--- config.mk ---
export PLATFORM = sky130hd
export DESIGN_NAME = demux_frame_router_flat
export DESIGN_NICKNAME = d
export VERILOG_FILES = /design/src/rtl/demux_frame_router_pkg.sv /design/src/rtl/demux_frame_router_if.sv /design/src/rtl/demux_frame_router_frame_counter_bank.sv /design/src/rtl/demux_frame_router.sv /design/src/flat_wrapper.sv
export SDC_FILE = /design/constraint.sdc
export NUM_CORES = 1
export LEC_CHECK = 0
export CAP_MARGIN = 20
export CORE_ASPECT_RATIO = 1.4
export CORE_MARGIN = 10
export CORE_UTILIZATION = 51
export CTS_BUF_LIST = sky130_fd_sc_hd__clkbuf_16
export DETAILED_ROUTE_END_ITERATION = 8
export PLACE_DENSITY = 0.75
export SKIP_LAST_GASP = 1
export SLEW_MARGIN = 40
export SYNTH_ARGS = -nofsm -noshare
export SYNTH_HDL_FRONTEND = slang
export SYNTH_SLANG_ARGS = --single-unit
--- constraint.sdc ---
create_clock -name clock -period 1.9 [get_ports clock]
set_input_delay 0.475 -clock clock [delete_from_list [all_inputs] [get_ports clock]]
set_output_delay 0.475 -clock clock [all_outputs]
set_load 0.02 [all_outputs]
--- src/rtl/demux_frame_router_pkg.sv ---
// -----------------------------------------------------------------------------
// demux_frame_router_pkg
// Shared types and constants for the demux frame router: the parser FSM state
// encoding, the frame header width and the number of demux channels.
// -----------------------------------------------------------------------------
package demux_frame_router_pkg;

   // Frame parser states
   typedef enum logic [1:0] {
      IDLE    = 2'd0,   // waiting for header MSB
      HDR     = 2'd1,   // waiting for header LSB
      PAYLOAD = 2'd2,   // forwarding payload bits to the demux
      DROP    = 2'd3    // swallowing payload of a disabled channel
   } state_e;

   localparam int HDR_W = 2;   // channel header bits per frame
   localparam int N_CH  = 4;   // demux output channels

endpackage : demux_frame_router_pkg

--- src/rtl/demux_frame_router_if.sv ---
// -----------------------------------------------------------------------------
// demux_frame_router_if
// Serial bit-stream handshake between the upstream source and the router.
//   s_valid : upstream bit valid            (master -> slave)
//   s_data  : upstream serial bit           (master -> slave)
//   hold    : downstream stall request      (master -> slave)
//   s_ready : router can accept a bit       (slave  -> master)
// -----------------------------------------------------------------------------
interface demux_frame_router_if;

   logic s_valid;
   logic s_data;
   logic hold;
   logic s_ready;

   modport master (
      output s_valid,
      output s_data,
      output hold,
      input  s_ready
   );

   modport slave (
      input  s_valid,
      input  s_data,
      input  hold,
      output s_ready
   );

endinterface : demux_frame_router_if

--- src/rtl/demux_frame_router_frame_counter_bank.sv ---
// -----------------------------------------------------------------------------
// frame_counter_bank
// One CNT_W-bit frame counter per demux channel. Counters wrap modulo 2^CNT_W.
//   clock, reset : rising-edge clock, synchronous active-high reset
//   inc_i        : increment strobe for counter[inc_ch_i]
//   inc_ch_i     : channel to increment
//   rd_sel_i     : read address
//   rd_data_o    : combinational read of counter[rd_sel_i]; shows the value
//                  before any increment happening in the same cycle
// -----------------------------------------------------------------------------
module frame_counter_bank
   import demux_frame_router_pkg::*;
#(
   parameter int CNT_W = 8
) (
   input  logic             clock,
   input  logic             reset,
   input  logic             inc_i,
   input  logic [1:0]       inc_ch_i,
   input  logic [1:0]       rd_sel_i,
   output logic [CNT_W-1:0] rd_data_o
);

   logic [CNT_W-1:0] cnt_q [N_CH];

   // Per-channel frame counters
   always_ff @(posedge clock) begin
      if (reset) begin
         for (int k = 0; k < N_CH; k++) begin
            cnt_q[k] <= {CNT_W{1'b0}};
         end
      end else if (inc_i) begin
         cnt_q[inc_ch_i] <= cnt_q[inc_ch_i] + CNT_W'(1);
      end else begin
         cnt_q[inc_ch_i] <= cnt_q[inc_ch_i];
      end
   end

   assign rd_data_o = cnt_q[rd_sel_i];

endmodule : frame_counter_bank

--- src/rtl/demux_frame_router.sv ---
// -----------------------------------------------------------------------------
// demux_frame_router
// Parses a serial bit stream into frames (2-bit channel header followed by
// PAYLOAD_LEN payload bits) and feeds them to a 1-to-4 demux.
//   clock, reset : rising-edge clock, synchronous active-high reset
//   s_if         : upstream bit handshake (s_valid/s_data/hold in, s_ready out)
//   chan_en      : per-channel enable, sampled when the header completes
//   dmx_select   : demux select, updated only when an enabled header completes
//   dmx_data     : payload bit, 0 outside payload transfers
//   dmx_valid    : dmx_data carries a payload bit
//   frame_done   : pulse with the last payload bit of a delivered frame
//   frame_drop   : pulse when a disabled channel's frame has been consumed
//   busy         : parser not in IDLE
//   cnt_rd_sel   : frame counter read address
//   cnt_rd_data  : combinational frame counter read
// -----------------------------------------------------------------------------
module demux_frame_router
   import demux_frame_router_pkg::*;
#(
   parameter int PAYLOAD_LEN = 8,
   parameter int CNT_W       = 8
) (
   input  logic                 clock,
   input  logic                 reset,
   demux_frame_router_if.slave  s_if,
   input  logic [N_CH-1:0]      chan_en,
   output logic [1:0]           dmx_select,
   output logic                 dmx_data,
   output logic                 dmx_valid,
   output logic                 frame_done,
   output logic                 frame_drop,
   output logic                 busy,
   input  logic [1:0]           cnt_rd_sel,
   output logic [CNT_W-1:0]     cnt_rd_data
);

   // Payload beat counter is wide enough for the full legal PAYLOAD_LEN range
   localparam int BEAT_W = 8;

   state_e            state_q, state_d;
   logic              hdr_msb_q, hdr_msb_d;
   logic [1:0]        ch_q, ch_d;
   logic [BEAT_W-1:0] beat_q, beat_d;
   logic [1:0]        sel_q, sel_d;
   logic              data_q, data_d;
   logic              valid_q, valid_d;
   logic              done_q, done_d;
   logic              drop_q, drop_d;

   logic              xfer_s;
   logic              last_beat_s;
   logic              inc_s;
   logic [HDR_W-1:0]  hdr_s;

   assign s_if.s_ready = ~s_if.hold;
   assign xfer_s       = s_if.s_valid & ~s_if.hold;
   assign hdr_s        = {hdr_msb_q, s_if.s_data};
   assign last_beat_s  = (beat_q == BEAT_W'(PAYLOAD_LEN - 1));

   // State register
   always_ff @(posedge clock) begin
      if (reset) begin
         state_q <= IDLE;
      end else begin
         state_q <= state_d;
      end
   end

   // Next-state logic; nothing advances without a transfer
   always_comb begin
      state_d = state_q;
      if (xfer_s) begin
         case (state_q)
            IDLE:    state_d = HDR;
            HDR:     state_d = chan_en[hdr_s] ? PAYLOAD : DROP;
            PAYLOAD: state_d = last_beat_s ? IDLE : PAYLOAD;
            DROP:    state_d = last_beat_s ? IDLE : DROP;
            default: state_d = IDLE;
         endcase
      end else begin
         state_d = state_q;
      end
   end

   // Output and datapath next values; pulses and payload default to 0
   always_comb begin
      hdr_msb_d = hdr_msb_q;
      ch_d      = ch_q;
      beat_d    = beat_q;
      sel_d     = sel_q;
      data_d    = 1'b0;
      valid_d   = 1'b0;
      done_d    = 1'b0;
      drop_d    = 1'b0;
      inc_s     = 1'b0;
      if (xfer_s) begin
         case (state_q)
            IDLE: begin
               hdr_msb_d = s_if.s_data;
               beat_d    = {BEAT_W{1'b0}};
            end
            HDR: begin
               ch_d   = hdr_s;
               beat_d = {BEAT_W{1'b0}};
               // A disabled channel leaves the select where the last frame put it
               if (chan_en[hdr_s]) begin
                  sel_d = hdr_s;
               end else begin
                  sel_d = sel_q;
               end
            end
            PAYLOAD: begin
               data_d  = s_if.s_data;
               valid_d = 1'b1;
               if (last_beat_s) begin
                  done_d = 1'b1;
                  inc_s  = 1'b1;
                  beat_d = {BEAT_W{1'b0}};
               end else begin
                  beat_d = beat_q + 8'd1;
               end
            end
            DROP: begin
               if (last_beat_s) begin
                  drop_d = 1'b1;
                  beat_d = {BEAT_W{1'b0}};
               end else begin
                  beat_d = beat_q + 8'd1;
               end
            end
            default: begin
               beat_d = {BEAT_W{1'b0}};
            end
         endcase
      end else begin
         beat_d = beat_q;
      end
   end

   // Registered outputs and datapath state
   always_ff @(posedge clock) begin
      if (reset) begin
         hdr_msb_q <= 1'b0;
         ch_q      <= 2'b00;
         beat_q    <= {BEAT_W{1'b0}};
         sel_q     <= 2'b00;
         data_q    <= 1'b0;
         valid_q   <= 1'b0;
         done_q    <= 1'b0;
         drop_q    <= 1'b0;
      end else begin
         hdr_msb_q <= hdr_msb_d;
         ch_q      <= ch_d;
         beat_q    <= beat_d;
         sel_q     <= sel_d;
         data_q    <= data_d;
         valid_q   <= valid_d;
         done_q    <= done_d;
         drop_q    <= drop_d;
      end
   end

   assign dmx_select = sel_q;
   assign dmx_data   = data_q;
   assign dmx_valid  = valid_q;
   assign frame_done = done_q;
   assign frame_drop = drop_q;
   assign busy       = (state_q != IDLE);

   // Counter updates on the same edge that raises frame_done
   frame_counter_bank #(
      .CNT_W (CNT_W)
   ) u_cnt_bank (
      .clock     (clock),
      .reset     (reset),
      .inc_i     (inc_s),
      .inc_ch_i  (ch_q),
      .rd_sel_i  (cnt_rd_sel),
      .rd_data_o (cnt_rd_data)
   );

endmodule : demux_frame_router

--- src/flat_wrapper.sv ---
// flat-port wrapper written by rule: the top's interface ports become plain ports
module demux_frame_router_flat import demux_frame_router_pkg::*;
#(
   parameter int PAYLOAD_LEN = 8,
   parameter int CNT_W       = 8
)
  (clock, reset, chan_en, dmx_select, dmx_data, dmx_valid, frame_done, frame_drop, busy, cnt_rd_sel, cnt_rd_data, s_if_s_valid, s_if_s_data, s_if_hold, s_if_s_ready);
  demux_frame_router_if s_if_i ();
  input  logic clock;
  input  logic reset;
  input  logic [N_CH-1:0] chan_en;
  output logic [1:0] dmx_select;
  output logic dmx_data;
  output logic dmx_valid;
  output logic frame_done;
  output logic frame_drop;
  output logic busy;
  input  logic [1:0] cnt_rd_sel;
  output logic [CNT_W-1:0] cnt_rd_data;
  input wire logic [$bits(s_if_i.s_valid)-1:0] s_if_s_valid;
  input wire logic [$bits(s_if_i.s_data)-1:0] s_if_s_data;
  input wire logic [$bits(s_if_i.hold)-1:0] s_if_hold;
  output wire logic [$bits(s_if_i.s_ready)-1:0] s_if_s_ready;
  assign s_if_i.s_valid = s_if_s_valid;
  assign s_if_i.s_data = s_if_s_data;
  assign s_if_i.hold = s_if_hold;
  assign s_if_s_ready = s_if_i.s_ready;
  demux_frame_router #(.PAYLOAD_LEN(PAYLOAD_LEN), .CNT_W(CNT_W)) u_core (.clock(clock), .reset(reset), .s_if(s_if_i), .chan_en(chan_en), .dmx_select(dmx_select), .dmx_data(dmx_data), .dmx_valid(dmx_valid), .frame_done(frame_done), .frame_drop(frame_drop), .busy(busy), .cnt_rd_sel(cnt_rd_sel), .cnt_rd_data(cnt_rd_data));
endmodule
==> metrics.md <==
| Metric | Value |
|---|---|
| Outcome | `finished, violations left` |
| Failing checks | `setup timing` |
| Half-perimeter wire length after detailed placement | `4.74 mm` |
| DR WL/cell | `19.1 um` |
| Clock latency on the worst-skew pair | `0.29 ns` |
| Worst IR drop on VDD | `0.593 mV` |
| Pleak | `1.37 nW` |
| Synth Flop Type | `sky130_fd_sc_hd__edfxtp_1` |
| Std-Cell Rows | `31` |
| Worst hold slack after final layout | `0.459 ns` |
| Area enclosed by the die boundary | `8690 um2` |
| DR pass1 iterations | `5` |
| Clock slew seen by the registers of the worst setup and hold paths | `0.07 ns` |
| Maximum frequency from static timing analysis | `506 MHz` |
| Vias per cell | `6.09` |
| Power per cell area | `731 nW/um2` |
| Weighted congestion reported at the end of routability-driven placement | `0.826` |
| TritonCTS clock tree | `built` |
| GRT Residual Overflow | `0` |
| Number of max-capacitance violations reported | `0` |
| I/O pin total | `27` |
| Area of the placeable core | `5160 um2` |
| Cell taking the most area after synthesis | `sky130_fd_sc_hd__edfxtp_1` |
| Final routed wirelength across all metal layers | `6.95 mm` |
| Final critical-path share of the clock period | `104%` |
| Required time of the critical path | `2.05 ns` |
| Post-Synthesis Cells | `221` |
| Highest cell delay on the worst timing path | `0.65 ns` |
| Total power | `2.78 mW` |
| Root buffer cell | `sky130_fd_sc_hd__clkbuf_16` |
| Post-synthesis instance area | `2720 um2` |
| Slew at the pin closest to its max-slew limit | `0.321 ns` |
| Critical path buffer and inverter count | `0` |
| Area fraction of the dominant cell type after synthesis | `35.3%` |
| Wire length of the first global-routing pass | `11.1 mm` |
| Type of the worst setup path | `flop to flop` |
| Worst hold path class | `flop to flop` |
| Final hold violations | `0` |
| Post-Syn Area per Cell | `12.3 um2` |
| Ratio of cells with drive above 1 in the final layout | `45.8%` |
| Final count of negative-setup-slack endpoints | `22` |
| Worst Setup End Kind | `flop` |
| Buffer depth of the longest clock path | `2` |
| Number of antenna violations at the first check in global routing | `0` |
| Slew headroom | `78.4%` |
| PnR worst setup slack | `-0.0750 ns` |
| Number of enable-type register cells in the synthesized netlist | `32` |
| Final #Nets | `309` |
| Total of flip-flops plus latches after synthesis | `53` |
| Cell with the most instances after synthesis | `sky130_fd_sc_hd__edfxtp_1` |
| Share of synthesized flip-flops with an asynchronous set or reset | `0%` |
| Number of nets still failing antenna checks after routing | `0` |
| DRC errors left | `0` |
| Starting Density | `52.7%` |
| Number of H-tree branching levels | `2` |
| Nets in the synthesized netlist | `234` |
| Drt first-iter violations | `253` |
| Port bufs | `26` |
| Peak fanout along the critical path | `8` |
| Total of hold buffers inserted after clock tree synthesis | `0` |
| Final Skew | `0.00540 ns` |
| Slowest cell on the critical path | `sky130_fd_sc_hd__mux4_2` |
| Sinks on the clock net | `53` |
| Final min period | `1.97 ns` |
| Cell Area, Placed | `3450 um2` |
| CP Data Arrival Time | `2.13 ns` |
| Register area | `1390 um2` |
| Top Family by Delay on Critical Path | `multiplexers` |
| Global-route usage over all layers | `16.1%` |
| Sequential element share of the synthesized area | `50.8%` |
| Floorplan die height | `106 um` |
| FILL cells | `340` |
| Final design area excluding fillers | `3800 um2` |
| Number of synthesis warnings | `0` |
| Startpoint Class | `flop` |
| Routed via count | `2209` |
| Cell types with the largest area share after synthesis | `sky130_fd_sc_hd__edfxtp_1, sky130_fd_sc_hd__dfxtp_1, sky130_fd_sc_hd__mux4_2, sky130_fd_sc_hd__a21oi_1, sky130_fd_sc_hd__nor2_1` |
| Pre-CTS setup slack | `-0.807 ns` |
| List of cells traversed by the critical path | `mux4_2, or4_4, a21oi_2` |
| Via count of the first global-routing pass | `2313` |
| Antenna diodes | `0` |
| Post-synth top cells | `sky130_fd_sc_hd__edfxtp_1, sky130_fd_sc_hd__nor2_1, sky130_fd_sc_hd__a21oi_1` |
| Number of max-slew violations in the final report | `0` |
| Number of clock buffers inserted by TritonCTS | `5` |
| Pin count of the biggest net entering global routing | `28` |
| Netlist cell types | `43` |
| Layout area overhead | `39.8%` |
| Width of the chip | `81.7 um` |
| Multi-input combinational cell area | `1460 um2` |
| RSZ-0062 raised after global routing | `true` |
## cell usage in the layout, fill, tap and decap left out, drive strengths merged, types with 2 or more instances in the layout
cell type	instances
nand2b	4
xor2	3
nand3b	2
nand3	8
nor3b	2
buf	61
nor4b	2
mux2	2
o31ai	4
mux2i	6
nand4	5
edfxtp	32
xnor2	4
nor3	9
inv	5
dfxtp	21
mux4	17
a21oi	23
nand2	12
o21ai	2
clkbuf	5
or4	4
ha	2
dlygate4sd2	5
nor2b	4
or2	3
nor2	24
clkdlybuf4s50	12
## registers in the layout, indices dropped and copies added, names as in the netlist, named ones only
signal	count
u_core.frame_drop	1
u_core.dmx_data	1
u_core.dmx_select	2
u_core.beat_q	8
u_core.frame_done	1
u_core.hdr_msb_q	1
u_core.state_q	2
u_core.u_cnt_bank.cnt_q	32
u_core.dmx_valid	1
u_core.ch_q	2
## repair_timing
| action | CTS | global route |
|---|---|---|
| gates resized for setup | 79 | 14 |
| pin swaps | 29 | 13 |
| setup buffers | 5 | 2 |
| endpoints found under the setup margin | 42 | 46 |
| endpoints found under the hold margin | 0 | 0 |
## logic make-up after synthesis
| group | Yosys count | synth area share (%) |
|---|---|---|
| adder cells (fa/ha/maj) | 2 | 0.920 |
| AO/OA/AOI/OAI | 34 | 7.59 |
| buffers and inverters | 15 | 2.39 |
| flip-flops | 53 | 50.8 |
| AND/OR/NAND/NOR | 85 | 18.5 |
| XOR/XNOR | 7 | 2.25 |
| multiplexers | 25 | 17.5 |
## metal layers
layer / GRT usage [%] / up-vias / routed length, um
met1: 17.0 / 1080 / 2370
met5: 0 / - / 0
li1: - / 997 / -
met3: 4.81 / 23 / 593
met4: 6.22 / 0 / 217
met2: 28.7 / 109 / 3770
## worst reg2reg max path, stage by stage (launching register included)
cell and delay, ns:
sky130_fd_sc_hd__dfxtp_4 0.45, sky130_fd_sc_hd__mux4_2 0.65, sky130_fd_sc_hd__or4_4 0.58, sky130_fd_sc_hd__a21oi_2 0.15
## layout make-up
type                       instances  area share (%)
clock buffer                       5            3.29
clock inverter                     3            1.09
inverter                           5           0.494
multi-input combinational        153            38.3
sequential                        53            36.5
tap                               66            2.17
timing repair buffer              78            18.2
## path summary, 6_finish.rpt
kind	slack, ns	to	startpoint	cells past startpoint
worst max-delay path	-0.07	u_core.u_cnt_bank.cnt_q[1][4]	flop	3
worst min-delay path	0.46	u_core.dmx_select[0]	u_core.dmx_select[0]	2
worst max register to register	-0.07	u_core.u_cnt_bank.cnt_q[1][4]	flop	3
worst min register to register	0.46	u_core.dmx_select[0]	u_core.dmx_select[0]	2
## report_power, final
part           total, mW  internal, mW  leakage, nW  switching [mW]
combinational      0.454         0.219        0.783           0.235
sequential          1.30          1.27        0.507          0.0327
clock               1.02         0.617       0.0775           0.404
total               2.78          2.11         1.37           0.671
## stage by stage
step	std cells	setup TNS (ns)	utilization [%]
2_1_floorplan	221	-0.265	-
3_3_place_gp	350	-21.24	66.8
3_5_place_dp	350	-22.25	66.8
4_1_cts	362	-0.995	72.2
5_1_grt	363	-3.02	73.7
6_report	363	-0.896	73.7
No activity file was read; power rests on OpenSTA's default activity.
